### src/rtl/spi_frame_ctrl_pkg.sv
// Shared definitions for the UART-to-SPI framing controller: state encoding,
// protocol byte constants and a small saturating-decrement helper.
package spi_frame_ctrl_pkg;

  typedef enum logic [3:0] {
    ST_IDLE,
    ST_GET_R,
    ST_SETUP,
    ST_WRITE,
    ST_READ,
    ST_HOLD,
    ST_ACK,
    ST_NAK,
    ST_ABORT
  } state_t;

  localparam int         TMR_W          = 24;
  localparam logic [7:0] DUMMY_BYTE_DEF = 8'hFF;
  localparam logic [7:0] ACK_BYTE_DEF   = 8'h06;
  localparam logic [7:0] NAK_BYTE_DEF   = 8'h15;

  // Byte counters stop at zero instead of wrapping.
  function automatic logic [7:0] dec_sat(input logic [7:0] v);
    return (v == 8'd0) ? 8'd0 : v - 8'd1;
  endfunction

endpackage

### src/rtl/spi_frame_timer.sv
// Saturating cycle counter shared by the setup delay, hold delay and inter-byte
// timeout. done is suppressed during a clear so a stale count never leaks into
// the state that is just being entered.
module spi_frame_timer
  import spi_frame_ctrl_pkg::*;
#(
  parameter int W = TMR_W
) (
  input  logic         clk,
  input  logic         rst_n,
  input  logic         clr,
  input  logic         en,
  input  logic [W-1:0] limit,
  output logic         done
);

  logic [W-1:0] cnt;

  // Clear has priority; counting stops at all-ones.
  always_ff @(posedge clk or negedge rst_n) begin
    if (!rst_n) begin
      cnt <= '0;
    end else if (clr) begin
      cnt <= '0;
    end else if (en && (cnt != '1)) begin
      cnt <= cnt + 1'b1;
    end
  end

  assign done = !clr && (cnt >= limit);

endmodule

### src/rtl/spi_frame_ctrl.sv
// Framing controller between the UART byte stream and the SPI byte engine.
// Host sends WCOUNT, RCOUNT, then WCOUNT bytes; the block frames them with
// spi_ss, returns RCOUNT read bytes to the UART and closes with ACK or NAK.
module spi_frame_ctrl
  import spi_frame_ctrl_pkg::*;
#(
  parameter int         SETUP_CYCLES   = 12,
  parameter int         HOLD_CYCLES    = 12,
  parameter int         TIMEOUT_CYCLES = 12000000,
  parameter logic [7:0] DUMMY_BYTE     = DUMMY_BYTE_DEF,
  parameter logic [7:0] ACK_BYTE       = ACK_BYTE_DEF,
  parameter logic [7:0] NAK_BYTE       = NAK_BYTE_DEF
) (
  input  logic       clk,
  input  logic       rst_n,
  input  logic       uart_rx_valid,
  input  logic [7:0] uart_rx_data,
  output logic       uart_rx_ready,
  input  logic       uart_rx_break,
  output logic       uart_tx_valid,
  output logic [7:0] uart_tx_data,
  input  logic       uart_tx_ready,
  output logic       spi_tx_valid,
  output logic [7:0] spi_tx_data,
  input  logic       spi_tx_ready,
  input  logic       spi_rx_valid,
  input  logic [7:0] spi_rx_data,
  output logic       spi_rx_ready,
  output logic       spi_ss,
  output logic       busy
);

  state_t             state;
  state_t             state_prev;
  logic [7:0]         wcnt;
  logic [7:0]         rcnt;
  logic               pending;
  logic               armed;
  logic [7:0]         rd_data;
  logic               tmr_clr;
  logic               tmr_en;
  logic               tmr_done;
  logic [TMR_W-1:0]   tmr_limit;
  logic               uart_rx_xfer;
  logic               uart_tx_xfer;
  logic               spi_tx_xfer;
  logic               spi_rx_xfer;

  assign uart_rx_xfer = uart_rx_valid & uart_rx_ready;
  assign uart_tx_xfer = uart_tx_valid & uart_tx_ready;
  assign spi_tx_xfer  = spi_tx_valid & spi_tx_ready;
  assign spi_rx_xfer  = spi_rx_valid & spi_rx_ready;

  // Handshake steering; WRITE passes UART bytes straight to SPI with no latency.
  always_comb begin
    uart_rx_ready = 1'b0;
    spi_tx_valid  = 1'b0;
    spi_tx_data   = DUMMY_BYTE;
    spi_rx_ready  = 1'b0;
    uart_tx_data  = rd_data;
    case (state)
      ST_IDLE, ST_GET_R: uart_rx_ready = armed;
      ST_WRITE: begin
        spi_tx_valid  = uart_rx_valid & ~pending & (wcnt != 8'd0);
        spi_tx_data   = uart_rx_data;
        uart_rx_ready = spi_tx_ready & ~pending & (wcnt != 8'd0);
        spi_rx_ready  = 1'b1;
      end
      ST_READ: begin
        spi_tx_valid = ~pending & (rcnt != 8'd0);
        spi_rx_ready = ~uart_tx_valid;
      end
      ST_ABORT: spi_rx_ready = 1'b1;
      ST_ACK:   uart_tx_data = ACK_BYTE;
      ST_NAK:   uart_tx_data = NAK_BYTE;
      default: ;
    endcase
  end

  // Timer restarts on every state entry and every accepted host byte; the gap
  // timeout only runs while actually waiting for the host.
  always_comb begin
    tmr_clr = (state != state_prev) | uart_rx_xfer;
    tmr_en  = (state == ST_SETUP) || (state == ST_HOLD) ||
              (((state == ST_GET_R) || ((state == ST_WRITE) && (wcnt != 8'd0))) && !uart_rx_valid);
    case (state)
      ST_SETUP: tmr_limit = TMR_W'(SETUP_CYCLES);
      ST_HOLD:  tmr_limit = TMR_W'(HOLD_CYCLES);
      default:  tmr_limit = TMR_W'(TIMEOUT_CYCLES);
    endcase
  end

  spi_frame_timer #(.W(TMR_W)) u_timer (
    .clk   (clk),
    .rst_n (rst_n),
    .clr   (tmr_clr),
    .en    (tmr_en),
    .limit (tmr_limit),
    .done  (tmr_done)
  );

  // Read bytes from the SPI engine, held for the UART transmitter.
  always_ff @(posedge clk) begin
    if ((state == ST_READ) && spi_rx_xfer) begin
      rd_data <= spi_rx_data;
    end
  end

  // Frame sequencer with registered chip select, busy and UART tx valid.
  always_ff @(posedge clk or negedge rst_n) begin
    if (!rst_n) begin
      state         <= ST_IDLE;
      state_prev    <= ST_IDLE;
      wcnt          <= 8'd0;
      rcnt          <= 8'd0;
      pending       <= 1'b0;
      armed         <= 1'b0;
      spi_ss        <= 1'b1;
      busy          <= 1'b0;
      uart_tx_valid <= 1'b0;
    end else begin
      state_prev <= state;
      armed      <= 1'b1;
      if (spi_tx_xfer) begin
        pending <= 1'b1;
      end else if (spi_rx_xfer) begin
        pending <= 1'b0;
      end
      case (state)
        ST_IDLE: begin
          if (uart_rx_xfer) begin
            wcnt  <= uart_rx_data;
            state <= ST_GET_R;
          end
        end
        ST_GET_R: begin
          if (uart_rx_xfer) begin
            rcnt <= uart_rx_data;
          end
          if (uart_rx_break || tmr_done) begin
            state <= ST_ABORT;
          end else if (uart_rx_xfer) begin
            if ((wcnt == 8'd0) && (uart_rx_data == 8'd0)) begin
              uart_tx_valid <= 1'b1;
              state         <= ST_ACK;
            end else begin
              spi_ss <= 1'b0;
              busy   <= 1'b1;
              state  <= ST_SETUP;
            end
          end
        end
        ST_SETUP: begin
          if (uart_rx_break) begin
            state <= ST_ABORT;
          end else if (tmr_done) begin
            state <= (wcnt != 8'd0) ? ST_WRITE : ST_READ;
          end
        end
        ST_WRITE: begin
          if (spi_tx_xfer) begin
            wcnt <= dec_sat(wcnt);
          end
          if (uart_rx_break || tmr_done) begin
            state <= ST_ABORT;
          end else if ((wcnt == 8'd0) && !pending) begin
            state <= (rcnt != 8'd0) ? ST_READ : ST_HOLD;
          end
        end
        ST_READ: begin
          if (spi_tx_xfer) begin
            rcnt <= dec_sat(rcnt);
          end
          if (uart_rx_break) begin
            uart_tx_valid <= 1'b0;
            state         <= ST_ABORT;
          end else begin
            if (spi_rx_xfer) begin
              uart_tx_valid <= 1'b1;
            end else if (uart_tx_xfer) begin
              uart_tx_valid <= 1'b0;
            end
            if ((rcnt == 8'd0) && !pending && !uart_tx_valid) begin
              state <= ST_HOLD;
            end
          end
        end
        ST_HOLD: begin
          if (uart_rx_break) begin
            state <= ST_ABORT;
          end else if (tmr_done) begin
            spi_ss        <= 1'b1;
            uart_tx_valid <= 1'b1;
            state         <= ST_ACK;
          end
        end
        ST_ACK, ST_NAK: begin
          if (uart_tx_xfer) begin
            uart_tx_valid <= 1'b0;
            busy          <= 1'b0;
            state         <= ST_IDLE;
          end
        end
        ST_ABORT: begin
          if (!pending) begin
            spi_ss        <= 1'b1;
            uart_tx_valid <= 1'b1;
            state         <= ST_NAK;
          end
        end
        default: state <= ST_IDLE;
      endcase
    end
  end

endmodule

### config.mk
export PLATFORM = sky130hd
export DESIGN_NAME = spi_frame_ctrl
export DESIGN_NICKNAME = d
export VERILOG_FILES = /design/src/rtl/spi_frame_ctrl_pkg.sv /design/src/rtl/spi_frame_timer.sv /design/src/rtl/spi_frame_ctrl.sv
export SDC_FILE = /design/constraint.sdc
export NUM_CORES = 1
export LEC_CHECK = 0
export ABC_AREA = 1
export ABC_CLOCK_PERIOD_IN_PS = 4100
export BUFFER_PORTS_ARGS = -buffer_cell sky130_fd_sc_hd__buf_4
export CORE_MARGIN = 1
export CORE_UTILIZATION = 45
export CTS_BUF_LIST = sky130_fd_sc_hd__clkbuf_2
export DETAILED_ROUTE_END_ITERATION = 8
export PLACE_DENSITY = 0.64
export SYNTH_ARGS = -nofsm -noshare
export SYNTH_HDL_FRONTEND = slang
export SYNTH_SLANG_ARGS = --single-unit
### constraint.sdc
create_clock -name clk -period 4.1 [get_ports clk]
set_input_delay 0.205 -clock clk [delete_from_list [all_inputs] [get_ports clk]]
set_output_delay 0.205 -clock clk [all_outputs]
set_load 0.005 [all_outputs]
==> results.tsv <==
metric	value	unit
PwrDens	543.4	nW/um2
endpoint type of the worst setup path	register	
average footprint of a synthesized cell	7.290	um2
peak ir drop on the vdd network	0.0003009	V
setup violation total in the final timing report	0	
post-synthesis net count	610	
# resized after CTS	0	
total power	2.607	mW
Die Footprint	9639	um2
Iteration-0 DRC Markers	237	
wire per inst	14.46	um
Area Growth Syn to Fin	15.24	%
post-route ant nets	0	
Post-Synth XOR/XNOR Area	5.681	%
Synth Cell Area	4163	um2
hold crit path type	input pin to register	
number of cells traversed by the worst hold path	4	
vias in the first global route	3766	
count of input and output buffers	44	
vias per cell	5.404	
number of fill cells in the layout	894	
I/O pin count	45	
number of hold violations in the final report	0	
Min Hold Slack	0.1392	ns
CTS max path bufs	2	
critical path start-end classification	register to register	
Final Critical Period	3.069	ns
synth unique cells	40	
overflow left after global routing	0	
Die Span Y	98.18	um
multiplexer fraction of the synthesized cell area	0	%
Compound-Gate Fraction of Synth Area	12.38	%
CP Launch Type	register	
number of CTS-inserted buffers	9	
Clock Root Buffer	clkbuf_2	
area share of fa/ha/maj cells after synthesis	4.809	%
total routing usage reported by global routing	23.20	%
worst setup skew after layout	0.01838	ns
total wirelength of the detailed-routed design	10.74	mm
most frequent cells in the layout	137 x nand2_1, 83 x inv_1, 54 x nor2_1	
number of antenna violations at the first check in global routing	0	
Skew-Pair Late Insertion Delay	0.49	ns
H-Tree Level Count	3	
cell count after synthesis	571	
max-capacitance violation count	0	
LEAKAGE	2.220	nW
Worst Tran Pin Value	0.7179	ns
total vias in the final route	4015	
largest fanout of any net on the critical path	11	
setup TNS after final layout	0	ns
antenna diode count	0	
sequential element share of the synthesized area	37.66	%
Row Count	34	
final clock period utilization by the worst path	74.85	%
final-stage net count	669	
number of buffers added for setup after CTS	0	
flip-flop and latch count after synthesis	61	
post-CTS clock slew at the launch and capture registers of the worst setup and hold paths	0.17	ns
DRC violation count after routing	0	
clock tree from TritonCTS	yes	
unrepaired setup endpoints after global routing	no	
Post-Synth Simple-Gate Area	30.00	%
number of max-slew violations in the final report	0	
Register-to-Register Path Depth	19	
routability-driven placement congestion ratio	0.9478	
Die Width	98.18	um
Worst slew margin	51.96	%
run status	complete, no violations	
CP Data Arrival Time	3.50	ns
Critical Path RT	4.53	ns
detailed placement HPWL	7.979	mm
most common cell after layout, fill and taps aside	nand2_1	
maximum clock frequency	325.9	MHz
count of clock tree sinks	61	
initial core utilization	47.04	%
dominant combinational cell family by area after synthesis	simple AND/OR/NAND/NOR gates	
pin count of the biggest net entering global routing	54	
hold-fix buffer count after cts	11	
count of TritonRoute iterations in the first routing pass	5	
core box area	8848	um2
warnings from Yosys	0	
layout cell share with drive strength beyond 1	12.13	%
wire length of the first global-routing pass	17.72	mm
==> cell usage after synthesis <==
| cell | instances | area share (%) |
|---|---|---|
| buf_6 | 3 | 0.81 |
| nand3b_1 | 2 | 0.36 |
| a21oi_1 | 12 | 1.4 |
| nor3_1 | 17 | 2.0 |
| a21boi_0 | 1 | 0.18 |
| clkbuf_1 | 2 | 0.18 |
| ha_1 | 16 | 4.8 |
| o211ai_1 | 2 | 0.36 |
| edfxtp_1 | 8 | 5.8 |
| dfrtp_1 | 52 | 31 |
| o21bai_1 | 1 | 0.18 |
| xnor2_1 | 8 | 1.7 |
| or2_2 | 1 | 0.15 |
| nand3_1 | 32 | 3.8 |
| clkinv_1 | 2 | 0.18 |
| nand2_1 | 137 | 12 |
| buf_2 | 3 | 0.36 |
| nand4_1 | 22 | 3.3 |
| nor2_4 | 2 | 0.54 |
| o21a_1 | 1 | 0.18 |
| buf_1 | 1 | 0.090 |
| nor2b_1 | 1 | 0.15 |
| dfstp_2 | 1 | 0.63 |
| nor2_2 | 2 | 0.30 |
| o22ai_1 | 14 | 2.1 |
| inv_1 | 83 | 7.5 |
| nand2_2 | 4 | 0.60 |
| o32ai_1 | 1 | 0.21 |
| o21ai_1 | 2 | 0.24 |
| nor2_1 | 54 | 4.9 |
| o21ai_0 | 39 | 4.7 |
| a21oi_4 | 1 | 0.39 |
| o21ai_2 | 1 | 0.21 |
| conb_1 | 1 | 0.090 |
| inv_2 | 3 | 0.27 |
| nor3_2 | 3 | 0.72 |
| o31ai_1 | 11 | 2.0 |
| nor4_1 | 5 | 0.75 |
| xor2_1 | 19 | 4.0 |
| a311oi_1 | 1 | 0.21 |
==> where the power goes <==
| part | total [mW] | internal [mW] | switching, mW |
|---|---|---|---|
| combinational | 1.37 | 0.451 | 0.920 |
| clock | 0.363 | 0.137 | 0.226 |
| sequential | 0.873 | 0.753 | 0.120 |
| total | 2.61 | 1.34 | 1.27 |
==> worst paths after layout <==
path	slack [ns]	startpoint	to
worst min register to register	0.48	state[3]	state_prev[3]
worst max-delay path	1.03	state[2]	state[0]
min in group asynchronous	0.28	rst_n	u_timer.cnt[15]
worst min-delay path	0.14	uart_rx_valid	u_timer.cnt[3]
worst max register to register	1.03	state[2]	state[0]
max in group asynchronous	3.37	rst_n	rcnt[0]
==> critical path, cell delays in order (launching register included) <==
cell and delay [ns]:
dfrtp_1 0.48, nor2_1 0.19, inv_1 0.12, nor3_1 0.28, nor2_1 0.15, inv_1 0.31, ha_1 0.32, nand2_1 0.06
nand2_1 0.05, nand2_1 0.06, nand2_1 0.05, a21oi_1 0.13, nand3_1 0.13, nand2_2 0.14, nand3_1 0.13, nor2_1 0.17
inv_1 0.05, nand2_1 0.09, nand2_1 0.06, nand2_1 0.06
==> state kept, by name, indices dropped and copies added, names as in the netlist <==
register	cells
u_timer.cnt	24
rcnt	8
rd_data	8
wcnt	8
state	4
state_prev	4
armed	1
busy	1
pending	1
spi_ss	1
uart_tx_valid	1
==> through the flow <==
| step | std cells | setup slack [ns] | cell area (um2) | utilization, % |
|---|---|---|---|---|
| after CTS | 743 | 1.037 | 4797 | 54.21 |
| final | 743 | 1.031 | 4797 | 54.21 |
| after detailed placement | 716 | 1.088 | 4583 | 51.80 |
| after global routing | 743 | 0.6873 | 4797 | 54.21 |
| after global placement | 716 | 1.212 | 4583 | 51.80 |
| after floorplan | 571 | 1.562 | 4163 | - |
==> cells by family after synthesis <==
logic type      Yosys count
buf+inv                  97
fa+ha+maj                16
xor+xnor                 27
flops                    61
simple gates            282
compound gates           87
other cells               1
==> routing by layer <==
layer | wire length, um | share of wire, % | vias to the layer above | track usage [%]
li1 | - | - | 1999 | -
met1 | 5199 | 48 | 1864 | 32.50
met2 | 4747 | 44 | 132 | 36.40
met3 | 591 | 5.5 | 20 | 3.293
met4 | 206 | 1.9 | 0 | 8.955
met5 | 0 | 0 | - | 0
==> cell type report <==
cell class              count  area, um2  area share, %
inverters                  88      330.3          6.886
clock buffers              10      50.05          1.043
repair buffers             57      455.4          9.494
multi-input cells         413       2205          45.96
clock inverters             6      53.80          1.122
well taps                 108      135.1          2.817
flip-flops and latches     61       1568          32.68
No activity file was read; power rests on OpenSTA's default activity.
